### src/rtl/one_rv_pkg.sv
// Shared sizing helpers for the valid/ready wrapper around the fixed-latency adder.
package one_rv_pkg;

    localparam int DEF_WIDTH   = 32;
    localparam int DEF_LATENCY = 2;
    localparam int DEF_DEPTH   = 4;

    // Width able to hold 0..depth inclusive (credits, FIFO occupancy).
    function automatic int cnt_w(input int depth);
        return $clog2(depth + 1);
    endfunction

    function automatic int ptr_w(input int depth);
        return (depth > 1) ? $clog2(depth) : 1;
    endfunction

endpackage

### src/rtl/one_rv_fifo.sv
// Synchronous result FIFO; no fall-through, empty head reads as zero.
module one_rv_fifo
    import one_rv_pkg::*;
#(
    parameter int WIDTH = 32,
    parameter int DEPTH = 4
) (
    input  logic                       clk,
    input  logic                       rst_n,
    input  logic                       wr_en,
    input  logic [WIDTH-1:0]           wr_data,
    input  logic                       rd_en,
    output logic [WIDTH-1:0]           rd_data,
    output logic [cnt_w(DEPTH)-1:0]    count,
    output logic                       empty,
    output logic                       full
);

    localparam int CW = cnt_w(DEPTH);
    localparam int PW = ptr_w(DEPTH);

    logic [WIDTH-1:0] mem [DEPTH];
    logic [PW-1:0]    wr_ptr;
    logic [PW-1:0]    rd_ptr;

    function automatic logic [PW-1:0] bump(input logic [PW-1:0] p);
        return (p == PW'(DEPTH - 1)) ? '0 : p + 1'b1;
    endfunction

    always_ff @(posedge clk or negedge rst_n) begin
        if (!rst_n) begin
            wr_ptr <= '0;
            rd_ptr <= '0;
            count  <= '0;
        end else begin
            if (wr_en) wr_ptr <= bump(wr_ptr);
            if (rd_en) rd_ptr <= bump(rd_ptr);
            case ({wr_en, rd_en})
                2'b10:   count <= count + 1'b1;
                2'b01:   count <= count - 1'b1;
                default: count <= count;
            endcase
        end
    end

    always_ff @(posedge clk) begin
        if (wr_en) mem[wr_ptr] <= wr_data;
    end

    assign empty   = (count == '0);
    assign full    = (count == CW'(DEPTH));
    assign rd_data = empty ? '0 : mem[rd_ptr];

    a_no_ovf: assert property (@(posedge clk) disable iff (!rst_n)
        !(wr_en && full));
    a_no_unf: assert property (@(posedge clk) disable iff (!rst_n)
        !(rd_en && empty));

endmodule

### src/rtl/one_rv_wrapper.sv
// Credit-based valid/ready front end and result FIFO around a free-running,
// stall-free adder pipeline.
module one_rv_wrapper
    import one_rv_pkg::*;
#(
    parameter int WIDTH      = DEF_WIDTH,
    parameter int LATENCY    = DEF_LATENCY,
    parameter int FIFO_DEPTH = DEF_DEPTH
) (
    input  logic             clk,
    input  logic             rst_n,
    input  logic             in_valid,
    output logic             in_ready,
    input  logic [WIDTH-1:0] in_x,
    input  logic [WIDTH-1:0] in_y,
    output logic             out_valid,
    input  logic             out_ready,
    output logic [WIDTH-1:0] out_sum
);

    localparam int CW = cnt_w(FIFO_DEPTH);

    typedef struct packed {
        logic             valid;
        logic [WIDTH-1:0] sum;
    } stage_t;

    logic [CW-1:0]          credit;
    logic [CW-1:0]          count;
    logic                   in_fire;
    logic                   out_fire;
    logic                   fifo_empty;
    logic                   fifo_full;
    logic                   v0;
    logic [WIDTH-1:0]       x0;
    logic [WIDTH-1:0]       y0;
    stage_t [LATENCY-1:0]   st;
    int                     inflight;

    // in_ready comes only from the credit register, never from out_ready.
    assign in_ready  = (credit != '0);
    assign in_fire   = in_valid & in_ready;
    assign out_valid = ~fifo_empty;
    assign out_fire  = out_valid & out_ready;

    always_ff @(posedge clk or negedge rst_n) begin
        if (!rst_n) begin
            credit <= CW'(FIFO_DEPTH);
        end else begin
            case ({in_fire, out_fire})
                2'b10:   credit <= credit - 1'b1;
                2'b01:   credit <= credit + 1'b1;
                default: credit <= credit;
            endcase
        end
    end

    always_ff @(posedge clk or negedge rst_n) begin
        if (!rst_n) v0 <= 1'b0;
        else        v0 <= in_fire;
    end

    always_ff @(posedge clk) begin
        if (in_fire) begin
            x0 <= in_x;
            y0 <= in_y;
        end
    end

    assign st[0] = '{valid: v0, sum: x0 + y0};

    for (genvar k = 1; k < LATENCY; k++) begin : g_stage
        logic             v;
        logic [WIDTH-1:0] s;

        always_ff @(posedge clk or negedge rst_n) begin
            if (!rst_n) v <= 1'b0;
            else        v <= st[k-1].valid;
        end

        always_ff @(posedge clk) begin
            s <= st[k-1].sum;
        end

        assign st[k] = '{valid: v, sum: s};
    end

    one_rv_fifo #(
        .WIDTH (WIDTH),
        .DEPTH (FIFO_DEPTH)
    ) u_fifo (
        .clk     (clk),
        .rst_n   (rst_n),
        .wr_en   (st[LATENCY-1].valid),
        .wr_data (st[LATENCY-1].sum),
        .rd_en   (out_fire),
        .rd_data (out_sum),
        .count   (count),
        .empty   (fifo_empty),
        .full    (fifo_full)
    );

    always_comb begin
        inflight = 0;
        for (int k = 0; k < LATENCY; k++) begin
            inflight += int'(st[k].valid);
        end
    end

    a_credit_sum: assert property (@(posedge clk) disable iff (!rst_n)
        int'(credit) + int'(count) + inflight == FIFO_DEPTH);
    a_full_no_credit: assert property (@(posedge clk) disable iff (!rst_n)
        !(fifo_full && credit != '0));

endmodule

### config.mk
export PLATFORM = sky130hd
export DESIGN_NAME = one_rv_wrapper
export DESIGN_NICKNAME = d
export VERILOG_FILES = /design/src/rtl/one_rv_pkg.sv /design/src/rtl/one_rv_fifo.sv /design/src/rtl/one_rv_wrapper.sv
export SDC_FILE = /design/constraint.sdc
export NUM_CORES = 1
export LEC_CHECK = 0
export ABC_AREA = 0
export CORE_ASPECT_RATIO = 2
export CORE_MARGIN = 4
export CORE_UTILIZATION = 57
export DETAILED_ROUTE_END_ITERATION = 8
export PLACE_DENSITY_LB_ADDON = 0.05
export SLEW_MARGIN = 20
export SYNTH_ARGS = -nofsm -noshare
export SYNTH_HDL_FRONTEND = slang
export SYNTH_HIERARCHICAL = 1
export SYNTH_SLANG_ARGS = --single-unit
### constraint.sdc
create_clock -name clk -period 3.1 [get_ports clk]
set_input_delay 0.62 -clock clk [delete_from_list [all_inputs] [get_ports clk]]
set_output_delay 0.62 -clock clk [all_outputs]
set_load 0.05 [all_outputs]
==> Flow_metrics.wiki <==
{| class="wikitable"
! Metric !! Value
|-
| Critical Path RT || 2480 ps
|-
| Detailed-route vias per instance || 5.58
|-
| End of the worst register-to-register path || g_stage[1].s[28]
|-
| Post-synthesis instance area || 9770 um^2
|-
| Post-route DRC || 0
|-
| Drt pass-1 iters || 4
|-
| Number of buffers inserted during clock tree synthesis || 21
|-
| Min Clock Period, post-route || 2870 ps
|-
| Setup Buffers After CTS || 0
|-
| Initial antenna violation count || 0
|-
| Post-CTS Hold Fix Bufs || 0
|-
| RSZ-0062 raised after global routing || false
|-
| Total number of nets in the final design || 815
|-
| Part of the cycle the worst path needs || 0.926
|-
| Result of the run || completed
|-
| Placement Rows || 67
|-
| First-pass GRT wire length || 27.1 mm
|-
| Startpoint-to-endpoint class of the critical path || reg2out
|-
| GR Overflow Total || 0
|-
| Arrival @ worst endpoint || 2250 ps
|-
| Setup slack, reg-to-reg || 230 ps
|-
| Num Clock Sinks || 236
|-
| Capturing element of the worst setup path || out_sum[3]
|-
| Number of DRC markers in iteration 0 || 141
|-
| Detail Placement HPWL || 11.8 mm
|-
| Pin count of the biggest net entering global routing || 46
|-
| Maximum vdd drop || 0.618 mV
|-
| Count of pins on the block boundary || 102
|-
| Effective utilization at floorplan || 0.583
|-
| Vias in the first global route || 5588
|-
| Slew at the pin closest to its max-slew limit || 557 ps
|-
| CTS H-tree lvls || 1
|-
| Leakage Power || 0.00441 uW
|-
| Slew margin rel. || 0.627
|-
| Worst-case reg-to-reg path depth || 9
|-
| Final GP Congestion || 0.876
|-
| Final hold violations || 0
|-
| GRT Overall Usage || 0.179
|-
| Setup Slack @ Placement || 248 ps
|-
| Area growth syn-to-layout || 22.7%
|-
| Antenna viol nets, final || 0
|-
| Tightest Hold Check Type || reg2reg
|-
| Library cell used as clock root buffer || sky130_fd_sc_hd__clkbuf_16
|-
| Layout cell share with drive strength beyond 1 || 0.175
|-
| Smallest setup slack after layout || 230 ps
|-
| Placeable core area || 16800 um^2
|-
| Clock slew seen by the registers of the worst setup and hold paths || 60 ps
|-
| Nature of the critical path endpoint || output pin
|-
| Wire length after detailed routing || 16.7 mm
|-
| Count of input and output buffers || 101
|-
| Die Span X || 101 um
|-
| Number of vias after detailed routing || 5179
|-
| Yosys synthesis warning count || 6
|-
| Setup TNS || 0 ps
|-
| Number of endpoints failing setup at the final stage || 0
|-
| Final Util || 0.715
|-
| TritonCTS clock tree || done
|-
| Total nets after synthesis || 701
|-
| Clk buf depth || 3
|-
| Overall die height || 193 um
|-
| Avg Inst Size Synth || 16.5 um^2
|-
| Gate Count Post-Synth || 592
|-
| Max Slew Vio Count || 0
|-
| Crit-path max FO || 15
|-
| Maximum capacitance violations || 0
|-
| Critical Path Source || u_fifo/rd_ptr[1]
|-
| Cells resized by post-CTS repair || 0
|-
| Die Area || 19400 um^2
|-
| Sort of element at the start of the critical path || flop
|-
| Source of the worst register-to-register timing path || x0[0]
|-
| Power density over cell area || 1100 nW/um^2
|-
| Source-to-sink clock delay at the later pin of the worst-skew pair || 500 ps
|-
| Power consumption || 13100 uW
|-
| Hold Worst Slack || 349 ps
|-
| Max frequency || 348 MHz
|-
| Final routed wire length divided by cell count || 18.0 um
|-
| Number of cells on the worst hold path || 0
|-
| Antenna diode count || 0
|-
| Worst clock skew || 15.8 ps
|}
[area by class of cell]
class / count / area (um^2)
clock buffer: 27 / 558
clock inverter: 11 / 103
fill: 1093 / 4780
inverter: 15 / 56.3
multi-input combinational: 319 / 2880
sequential: 236 / 6710
tap: 207 / 259
timing repair buffer: 113 / 1420
[critical path, stage by stage, from the launching register on]
cell	delay (ps)
sky130_fd_sc_hd__dfrtp_1	680
sky130_fd_sc_hd__buf_4	350
sky130_fd_sc_hd__mux4_2	360
sky130_fd_sc_hd__nor2b_1	190
sky130_fd_sc_hd__buf_12	170
[sequential cells by signal, indices dropped and copies added, names as in the netlist]
signal	count
y0	32
g_stage.v	1
u_fifo/count	3
u_fifo/mem	128
u_fifo/wr_ptr	2
x0	32
credit	3
v0	1
u_fifo/rd_ptr	2
g_stage.s	32
[metal layers]
metal,wire (um),global-route usage,vias to the layer above
li1,-,-,2491
met1,6170,0.208,2548
met2,9430,0.335,119
met3,752,0.0266,21
met4,333,0.0545,0
met5,0,0,-
[cells in the final DEF, fill, tap and decap left out, types with 15 or more instances in the layout]
master                            instances
sky130_fd_sc_hd__dfxtp_1                 32
sky130_fd_sc_hd__o21ai_0                 17
sky130_fd_sc_hd__edfxtp_1               192
sky130_fd_sc_hd__nand2_1                 24
sky130_fd_sc_hd__ha_1                    38
sky130_fd_sc_hd__a21oi_1                 37
sky130_fd_sc_hd__xor2_1                  15
sky130_fd_sc_hd__buf_12                  32
sky130_fd_sc_hd__clkdlybuf4s50_1         69
sky130_fd_sc_hd__nor2b_1                 27
sky130_fd_sc_hd__nor2_1                  17
sky130_fd_sc_hd__xnor2_1                 21
sky130_fd_sc_hd__clkbuf_16               21
sky130_fd_sc_hd__mux4_2                  30
[worst min-delay path by stage]
stage / slack [ps] / end / start
2_1_floorplan: 320 / credit[0] / rst_n
3_3_place_gp: 330 / g_stage[1].v / v0
3_5_place_dp: 340 / g_stage[1].v / v0
4_1_cts: 350 / g_stage[1].v / v0
5_1_grt: 360 / g_stage[1].v / v0
6_report: 350 / g_stage[1].v / v0
[metrics by stage]
stage / instances / area, um^2
global route: 928 / 12000
finish: 928 / 12000
global placement: 890 / 11300
floorplan: 592 / 9770
detailed placement: 890 / 11300
CTS: 928 / 12000
[power by group]
| group | leakage [uW] | switching [uW] | internal [uW] |
|---|---|---|---|
| combinational | 0.00188 | 3030 | 2600 |
| sequential | 0.00220 | 458 | 4610 |
| clock | 0.000330 | 1060 | 1380 |
| total | 0.00441 | 4540 | 8590 |
Power figures use the tool's default switching activity.
